<file path="config.mk">
export PLATFORM = sky130hd
export DESIGN_NAME = wb_port_arbiter_flat
export DESIGN_NICKNAME = d
export VERILOG_FILES = /design/src/rtl/wb_port_arbiter_if.sv /design/src/rtl/wb_port_arbiter.sv /design/src/flat_wrapper.sv
export SDC_FILE = /design/constraint.sdc
export NUM_CORES = 1
export LEC_CHECK = 0
export CAP_MARGIN = 20
export CORE_MARGIN = 8
export CORE_UTILIZATION = 35
export DETAILED_ROUTE_END_ITERATION = 10
export GPL_ROUTABILITY_DRIVEN = 0
export PLACE_DENSITY = 0.95
export SKIP_CTS_REPAIR_TIMING = 1
export SLEW_MARGIN = 5
export SYNTH_ARGS = -nofsm -noshare
export SYNTH_HDL_FRONTEND = slang
export SYNTH_SLANG_ARGS = --single-unit
</file>
<file path="constraint.sdc">
create_clock -name clk -period 3 [get_ports clk]
set_clock_uncertainty 0.1 [all_clocks]
set_input_delay 0.45 -clock clk [delete_from_list [all_inputs] [get_ports clk]]
set_output_delay 0.45 -clock clk [all_outputs]
set_load 0.01 [all_outputs]
</file>
<file path="src/rtl/wb_port_arbiter_if.sv">
// ============================================================================
// wb_port_arbiter_if : write-port arbitration bundle (WB stage, LL unit, RF)
// Revision: 1.0
// ============================================================================
`default_nettype none

interface wb_port_arbiter_if #(
  parameter int PERF_W = 16
);
  logic              RegWriteW;
  logic [4:0]        RdW;
  logic [31:0]       ResultW;
  logic              ll_valid;
  logic [4:0]        ll_rd;
  logic [31:0]       ll_data;
  logic              ll_ready;
  logic              rf_we;
  logic [4:0]        rf_rd;
  logic [31:0]       rf_wd;
  logic              stall_wb;
  logic [PERF_W-1:0] forced_cnt;

  modport master (
    output RegWriteW, RdW, ResultW, ll_valid, ll_rd, ll_data,
    input  ll_ready, rf_we, rf_rd, rf_wd, stall_wb, forced_cnt
  );

  modport slave (
    input  RegWriteW, RdW, ResultW, ll_valid, ll_rd, ll_data,
    output ll_ready, rf_we, rf_rd, rf_wd, stall_wb, forced_cnt
  );
endinterface

`default_nettype wire

</file>
<file path="src/rtl/wb_port_arbiter.sv">
// ============================================================================
// wb_port_arbiter : shares the RF write port between the WB stage and a
//                   long-latency unit, forcing the LL result in after MAX_WAIT.
// Revision: 1.0
// ============================================================================
`default_nettype none

module wb_port_arbiter #(
  parameter int MAX_WAIT = 4,
  parameter int PERF_W   = 16
) (
  input  logic               clk,
  input  logic               rst_n,
  wb_port_arbiter_if.slave   bus
);

  typedef enum logic [1:0] {
    ST_IDLE  = 2'd0,
    ST_WAIT  = 2'd1,
    ST_FORCE = 2'd2
  } state_t;

  localparam logic [3:0]        c_max_wait = 4'(MAX_WAIT);
  localparam logic [PERF_W-1:0] c_perf_max = '1;

  state_t            r_state;
  logic [3:0]        r_blk_cnt;
  logic [PERF_W-1:0] r_forced_cnt;

  logic              w_pipe_wr;
  logic              w_force;
  logic              w_grant_ll;
  logic              w_grant_pipe;
  logic              w_blocked;
  logic [3:0]        w_blk_inc;

  assign w_pipe_wr = bus.RegWriteW && (bus.RdW != 5'd0);
  assign w_force   = (r_state == ST_FORCE) && bus.ll_valid;
  // Outside FORCE the pipeline wins any conflict; in FORCE the LL unit wins.
  assign w_grant_ll   = w_force || (bus.ll_valid && !w_pipe_wr);
  assign w_grant_pipe = !w_grant_ll && w_pipe_wr;
  assign w_blocked    = bus.ll_valid && w_pipe_wr;
  assign w_blk_inc    = r_blk_cnt + 4'd1;

  // Write port is combinational so forwarding timing matches a plain RF.
  always_comb begin
    bus.rf_we    = 1'b0;
    bus.rf_rd    = 5'd0;
    bus.rf_wd    = 32'd0;
    bus.ll_ready = 1'b0;
    bus.stall_wb = 1'b0;
    if (rst_n) begin
      if (w_grant_ll) begin
        bus.ll_ready = 1'b1;
        bus.rf_we    = (bus.ll_rd != 5'd0);
        bus.rf_rd    = bus.ll_rd;
        bus.rf_wd    = bus.ll_data;
        bus.stall_wb = w_force;
      end else if (w_grant_pipe) begin
        bus.rf_we = 1'b1;
        bus.rf_rd = bus.RdW;
        bus.rf_wd = bus.ResultW;
      end
    end
  end

  assign bus.forced_cnt = r_forced_cnt;

  always_ff @(posedge clk or negedge rst_n) begin
    if (!rst_n) begin
      r_state      <= ST_IDLE;
      r_blk_cnt    <= 4'd0;
      r_forced_cnt <= '0;
    end else begin
      case (r_state)
        ST_IDLE: begin
          if (w_blocked) begin
            r_blk_cnt <= 4'd1;
            r_state   <= (c_max_wait == 4'd1) ? ST_FORCE : ST_WAIT;
          end
        end
        ST_WAIT: begin
          // A grant or a dropped request both end the starvation window.
          if (w_blocked) begin
            r_blk_cnt <= w_blk_inc;
            if (w_blk_inc == c_max_wait) begin
              r_state <= ST_FORCE;
            end
          end else begin
            r_blk_cnt <= 4'd0;
            r_state   <= ST_IDLE;
          end
        end
        ST_FORCE: begin
          r_blk_cnt <= 4'd0;
          r_state   <= ST_IDLE;
          if (w_force && (r_forced_cnt != c_perf_max)) begin
            r_forced_cnt <= r_forced_cnt + 1'b1;
          end
        end
        default: begin
          r_blk_cnt <= 4'd0;
          r_state   <= ST_IDLE;
        end
      endcase
    end
  end

endmodule

`default_nettype wire

</file>
<file path="src/flat_wrapper.sv">
// flat-port wrapper written by rule: the top's interface ports become plain ports
module wb_port_arbiter_flat 
#(
  parameter int MAX_WAIT = 4,
  parameter int PERF_W   = 16
)
  (clk, rst_n, bus_RegWriteW, bus_RdW, bus_ResultW, bus_ll_valid, bus_ll_rd, bus_ll_data, bus_ll_ready, bus_rf_we, bus_rf_rd, bus_rf_wd, bus_stall_wb, bus_forced_cnt);
  wb_port_arbiter_if #(.PERF_W(PERF_W)) bus_i ();
  input  logic clk;
  input  logic rst_n;
  input wire logic [$bits(bus_i.RegWriteW)-1:0] bus_RegWriteW;
  input wire logic [$bits(bus_i.RdW)-1:0] bus_RdW;
  input wire logic [$bits(bus_i.ResultW)-1:0] bus_ResultW;
  input wire logic [$bits(bus_i.ll_valid)-1:0] bus_ll_valid;
  input wire logic [$bits(bus_i.ll_rd)-1:0] bus_ll_rd;
  input wire logic [$bits(bus_i.ll_data)-1:0] bus_ll_data;
  output wire logic [$bits(bus_i.ll_ready)-1:0] bus_ll_ready;
  output wire logic [$bits(bus_i.rf_we)-1:0] bus_rf_we;
  output wire logic [$bits(bus_i.rf_rd)-1:0] bus_rf_rd;
  output wire logic [$bits(bus_i.rf_wd)-1:0] bus_rf_wd;
  output wire logic [$bits(bus_i.stall_wb)-1:0] bus_stall_wb;
  output wire logic [$bits(bus_i.forced_cnt)-1:0] bus_forced_cnt;
  assign bus_i.RegWriteW = bus_RegWriteW;
  assign bus_i.RdW = bus_RdW;
  assign bus_i.ResultW = bus_ResultW;
  assign bus_i.ll_valid = bus_ll_valid;
  assign bus_i.ll_rd = bus_ll_rd;
  assign bus_i.ll_data = bus_ll_data;
  assign bus_ll_ready = bus_i.ll_ready;
  assign bus_rf_we = bus_i.rf_we;
  assign bus_rf_rd = bus_i.rf_rd;
  assign bus_rf_wd = bus_i.rf_wd;
  assign bus_stall_wb = bus_i.stall_wb;
  assign bus_forced_cnt = bus_i.forced_cnt;
  wb_port_arbiter #(.MAX_WAIT(MAX_WAIT), .PERF_W(PERF_W)) u_core (.clk(clk), .rst_n(rst_n), .bus(bus_i));
endmodule
</file>
==> metrics.cfg, run 1 <==
[timing]
max_slew_margin=0.596
max_freq_ghz=0.340
worst_slew_pin_slew_ns=0.600
setup_viol=0
min_period_ns=2.94
hold_viol_final=0
slew_viol_final=0
hold_ws_ns=0.414
fin_crit_sh=0.979

[route]
drt_first_pass_iters=4
drc=0
drt-vias-per-instance=5.46
ant_nets=0
drt_iter0_drc=89
avgRoutedWirePerCell_um=20.9
wl_mm=7.44
vias=1945

[place]
dp_hpwl_mm=5.97
portBuffers=133

[final_layout]
diodes=0
areaGrowthSynthToFinish_pct=95.3
drive_above_1_share=0.129
multi_input_area_sq_um=965
final_common_cell=clkdlybuf4s50_1
num-fill-cells=338
seq_area_sq_um=551
nets=384
final_cell_mix=91 x clkdlybuf4s50_1, 37 x a22o_1, 32 x dlymetal6s2s_1

[cts]
clk_pin_slew_ns=0.07
cts_tree=done
cts_buffer_depth=2
numCtsBuffers=3
root_buffer=clkbuf_8
cts.sinks=22
htreeDepth=1
clk_latency_ns=0.27

[synth]
synth.distinct_cells=38
synth_top_family_by_area=compound AO/OA/AOI/OAI gates
synth_area_sq_um=1630
synthXorXnorAreaFrac=0.0806
ys_seq_elements=22
muxShareOfSynthArea=0.0138
synth_compound_area_frac=0.256
syn_avg_cell_area_sq_um=10.1
synth_fa_ha_area_frac=0.0230
synthCells=162
yosysSeqAreaShare=0.338
syn_nets=243
synthSimpleGateAreaFrac=0.219
synth_warnings=0

[power_and_ir_drop]
seqPwrFrac=0.389
p_per_area_nw_per_um2=248
switchingPower_uw=198
power_frac_comb=0.341
peakVddDrop_uv=278
internal_power_uw=593
power.leakage_nw=1.81
netSwitchingFraction=0.250
power_uw=791
clkPwrFrac=0.270

[floorplan]
die_width_um=84.3
rows=25
coreArea_sq_um=4600
die_area_sq_um=7100
die_y_um=84.3
ios=134
initial_core_util=0.355

[global_route]
grt_pass1_vias=1875
grt_max_degree=39
antenna_found_initial=0
grt_pass1_wl_mm=10.9
grt.total_usage=0.190
overflow=0

[worst_setup_path]
crit_buf_inv=5
crit_arrival_ns=2.39
cp_slowest_cell=or4_4
slowest_delay_ns=0.46
worstPathMaxFanout=11
cp_cell_sequence=clkdlybuf4s50_1 > or4_4 > o221ai_2 > and3_4 > buf_4 > buf_4 > clkbuf_16 > a22o_1 > dlymetal6s2s_1
startpoint_type=input port
critical_path.endpoint_type=output pin
r2r_slack_ns=0.86
required_ns=2.45
crit_type=in -> out
critical_path.top_delay_family=buffers and inverters
worst_path_most_repeated_cell=buf_4

[flow_run]
max_cap_viol_count=0

[status]
status=complete, no violations

[min_path]
hp-class=reg -> reg

## stage by stage
stage	std cells	util	cell area, sq um	TNS, ns	worst slack [ns]
floorplan	162	-	1630	0	0.708
global placement	349	0.664	3050	-7.40	-0.224
detailed placement	349	0.664	3050	-8.59	-0.260
CTS	353	0.676	3110	-8.74	-0.264
global route	356	0.693	3180	-0.00832	-0.00832
finish	356	0.693	3180	0	0.0626
## power groups by stage
stage / Combinational [mW] / Sequential, mW / Clock, mW
finish: 0.270 / 0.308 / 0.214
global placement: 0.274 / 0.313 / 0
global route: 0.283 / 0.309 / 0.226
CTS: 0.280 / 0.308 / 0.218
detailed placement: 0.279 / 0.313 / 0
floorplan: 0.0854 / 0.311 / 0
## path summary, 6_finish.rpt
kind / from / to / cells after the start
hold / removal: u_core.bus.forced_cnt[10] / u_core.bus.forced_cnt[10] / 1
hold reg to reg: u_core.bus.forced_cnt[10] / u_core.bus.forced_cnt[10] / 1
min in group asynchronous: rst_n / u_core.bus.forced_cnt[3] / 2
max in group asynchronous: rst_n / u_core.bus.forced_cnt[12] / 2
setup / recovery: bus_RdW[3] / bus_rf_wd[7] / 9
setup reg to reg: u_core.bus.forced_cnt[0] / u_core.bus.forced_cnt[10] / 6
## kinds of logic after synthesis
group,after synthesis
AO/OA/AOI/OAI,49
XOR/XNOR,15
adder cells (fa/ha/maj),3
buffers and inverters,15
flip-flops,22
multiplexers,2
AND/OR/NAND/NOR,56
## area by class of cell
class,count,share of cell area
well taps,54,0.0212
repair buffers,148,0.482
flip-flops and latches,22,0.173
multi-input cells,125,0.303
inverters,3,0.00354
clock buffers,4,0.0173
## Yosys cell counts
cell type / count / area, sq um
a22o_1: 37 / 324
dfrtp_1: 22 / 551
xor2_1: 12 / 105
nand3_1: 9 / 45.0
nor2_1: 8 / 30.0
nor3_1: 7 / 35.0
a21oi_1: 4 / 20.0
nand2_1: 4 / 15.0
nand3b_1: 4 / 30.0
nand4_1: 4 / 25.0
buf_4: 3 / 22.5
buf_6: 3 / 33.8
ha_1: 3 / 37.5
inv_1: 3 / 11.3
nor4_1: 3 / 18.8
xnor2_1: 3 / 26.3
and3_1: 2 / 12.5
buf_2: 2 / 10.0
buf_8: 2 / 30.0
clkbuf_1: 2 / 7.51
mux2_2: 2 / 22.5
nand4b_1: 2 / 17.5
nor3b_1: 2 / 15.0
nor4_2: 2 / 25.0
nor4b_1: 2 / 17.5
o211ai_1: 2 / 15.0
or4_4: 2 / 22.5
a21boi_0: 1 / 7.51
a21o_1: 1 / 7.51
a31oi_1: 1 / 6.26
and3_4: 1 / 11.3
and3b_1: 1 / 8.76
nor2b_1: 1 / 6.26
nor4b_2: 1 / 15.0
o2111a_1: 1 / 11.3
o211a_1: 1 / 10.0
o221ai_2: 1 / 15.0
or2_2: 1 / 6.26
## state kept, by name, indices dropped and copies added (netlist names)
name and flops:
u_core.r_state 2, u_core.bus.forced_cnt 16, u_core.r_blk_cnt 4
## routing by layer
layer | vias up | track usage | part of all wire | wire length (um)
li1 | 911 | - | - | -
met1 | 932 | 0.237 | 0.42 | 3120
met2 | 95 | 0.331 | 0.50 | 3690
met3 | 7 | 0.0368 | 0.076 | 562
met4 | 0 | 0.0314 | 0.0089 | 66
met5 | - | 0 | 0 | 0
(Power assumes the default switching activity.)
==> run 2, diff against run 1 <==
--- a/config.mk
+++ b/config.mk
@@ -5,11 +5,13 @@
 export SDC_FILE = /design/constraint.sdc
 export NUM_CORES = 1
 export LEC_CHECK = 0
+export ABC_AREA = 0
 export CAP_MARGIN = 20
 export CORE_MARGIN = 8
 export CORE_UTILIZATION = 35
 export DETAILED_ROUTE_END_ITERATION = 10
 export GPL_ROUTABILITY_DRIVEN = 0
+export GPL_TIMING_DRIVEN = 0
 export PLACE_DENSITY = 0.95
 export SKIP_CTS_REPAIR_TIMING = 1
 export SLEW_MARGIN = 5
==> metrics.cfg, run 2 (synthesis results as in run 1) <==
[timing]
setup_viol=0  ; unchanged
hold_viol_final=0  ; unchanged
setup_ws_ns=0.0510  ; -0.0116 ns
worst_slew_pin_slew_ns=0.453  ; -0.148 ns
slew_viol_final=0  ; unchanged
grt_setup_unrepaired=true
hold_ws_ns=0.325  ; -0.0885 ns
fin_crit_sh=0.983  ; +0.00388
max_freq_ghz=0.339  ; -0.39%
max_slew_margin=0.695  ; +0.0990
fin_tns_setup_ns=0  ; unchanged
min_period_ns=2.95  ; +0.0116 ns

[global_route]
overflow=0  ; unchanged
grt_pass1_wl_mm=11.0  ; +0.76%
antenna_found_initial=0  ; unchanged
met1_usage=0.212  ; -0.0250
grt_pass1_vias=1899  ; +1.3%
grt.total_usage=0.189  ; -0.000928
use_met2=0.337  ; +0.00627
grt_max_degree=26  ; -33%
grtUsageMet3=0.0678  ; +0.0310
busiest_layer=met2

[final_layout]
areaGrowthSynthToFinish_pct=93.0
nets=382  ; -0.52%
final_cell_area_sq_um=3150  ; -1.2%
largest_register_ffs=16  ; unchanged
post-route-util=0.684  ; -0.00816
final_common_cell=clkdlybuf4s50_1
diodes=0  ; unchanged
drive_above_1_share=0.120  ; -0.00914
final_cell_mix=94 x clkdlybuf4s50_1, 37 x a22o_1, 29 x dlymetal6s2s_1

[route]
wl_mm=7.43  ; -0.12%
drt-vias-per-instance=5.43  ; -0.62%
drt_iter0_drc=58  ; -35%
ant_nets=0  ; unchanged
avgRoutedWirePerCell_um=21.0  ; +0.44%
drt_first_pass_iters=4  ; unchanged
vias=1922  ; -1.2%
drc=0  ; unchanged

[worst_setup_path]
crit_arrival_ns=2.40  ; about the same
cp_slowest_cell=or4_4
r2r_slack_ns=0.92  ; +0.06 ns
critical_path.top_delay_family=buffers and inverters
worst_path_most_repeated_cell=buf_6
worstPathMaxFanout=10  ; -1
cp_cell_sequence=clkdlybuf4s50_1 > or4_4 > o2111a_1 > buf_6 > buf_6 > a22o_1 > dlymetal6s2s_1
rr_endpoint=u_core.bus.forced_cnt[4]
slowest_delay_ns=0.57  ; +0.11 ns
regToRegStartpoint=u_core.bus.forced_cnt[0]
required_ns=2.45  ; about the same
startpoint_type=input port
crit_buf_inv=4  ; -1
critical_path.endpoint_type=output pin
crit_type=in -> out
r2r_cells=6  ; unchanged

[floorplan]
die_width_um=84.3  ; unchanged
coreArea_sq_um=4600  ; unchanged
die_area_sq_um=7100  ; unchanged
ios=134  ; unchanged
die_y_um=84.3  ; unchanged
rows=25  ; unchanged
initial_core_util=0.355  ; unchanged

[flow_run]
max_cap_viol_count=0  ; unchanged

[cts]
cts.sinks=22  ; unchanged
clk_latency_ns=0.26  ; about the same
root_buffer=clkbuf_8
numCtsBuffers=3  ; unchanged
cts_tree=done
clk_pin_slew_ns=0.08  ; about the same
cts_buffer_depth=2  ; unchanged
htreeDepth=1  ; unchanged

[power_and_ir_drop]
power.leakage_nw=1.77  ; -2.2%
p_per_area_nw_per_um2=269  ; +8.2%
peakVddDrop_uv=356  ; +28%

[place]
portBuffers=133  ; unchanged
dpl-instance-area_sq_um=3030  ; -0.78%
dp_hpwl_mm=5.95  ; -0.25%
pre_cts_ws_ns=-0.719  ; -0.459 ns

[min_path]
hp-class=in -> async

[status]
status=complete, no violations

run 2: cell count changes in the layout (fill, tap and decap cells not counted), moves of 3 or more:
| cell | before | now |
|---|---|---|
| buf_12 | 3 | 0 |
| buf_4 | 11 | 1 |
| buf_6 | 1 | 5 |
| buf_8 | 0 | 3 |
| clkdlybuf4s50_1 | 91 | 94 |
| dlymetal6s2s_1 | 32 | 29 |
run 2: worst register-to-register path, stage by stage, from the launching register on:
cell and delay (ns):
dfrtp_1 0.42, ha_1 0.24, nand4_1 0.20, nor4_2 0.45, buf_2 0.30, nor3_1 0.09, xor2_1 0.16
run 2: worst max-delay path by stage:
stage                          start             to  cells past startpoint
after floorplan           bus_RdW[0]  bus_rf_wd[13]                      6
after global placement         rst_n  bus_rf_wd[30]                      5
after detailed placement       rst_n  bus_rf_wd[30]                      5
after CTS                      rst_n  bus_rf_wd[30]                      5
after global routing      bus_RdW[3]  bus_rf_wd[14]                      8
final                     bus_RdW[2]  bus_rf_wd[11]                      7
run 2: stage by stage:
stage          cells  power [mW]
2_1_floorplan    162       0.396
3_3_place_gp     349       0.582
3_5_place_dp     349       0.588
4_1_cts          353       0.859
5_1_grt          354       0.877
6_report         354       0.846
run 2: routing by layer:
layer | wire (um) | part of all wire | up-vias
li1 | - | - | 910
met1 | 3040 | 0.41 | 917
met2 | 3660 | 0.49 | 88
met3 | 666 | 0.090 | 7
met4 | 70 | 0.0094 | 0
met5 | 0 | 0 | -
run 2: power by group:
part | internal [mW] | switching [mW]
logic | 0.171 | 0.0939
registers | 0.300 | 0.00575
clock network | 0.178 | 0.0969
total | 0.649 | 0.197
run 2: cell type report:
type	count	area, sq um
inverter	3	11.3
clock buffer	3	41.3
fill	366	1450
multi-input combinational	125	965
sequential	22	551
clock inverter	1	30.0
buffer	12	113
timing repair buffer	134	1370
tap	54	67.6
==> run 3, diff against run 2 <==
--- a/config.mk
+++ b/config.mk
@@ -9,6 +9,7 @@
 export CAP_MARGIN = 20
 export CORE_MARGIN = 8
 export CORE_UTILIZATION = 35
+export CTS_CLUSTER_SIZE = 40
 export DETAILED_ROUTE_END_ITERATION = 10
 export GPL_ROUTABILITY_DRIVEN = 0
 export GPL_TIMING_DRIVEN = 0
==> results of run 3 <==
The final DEF is identical to that of run 2; final timing and power are the same.
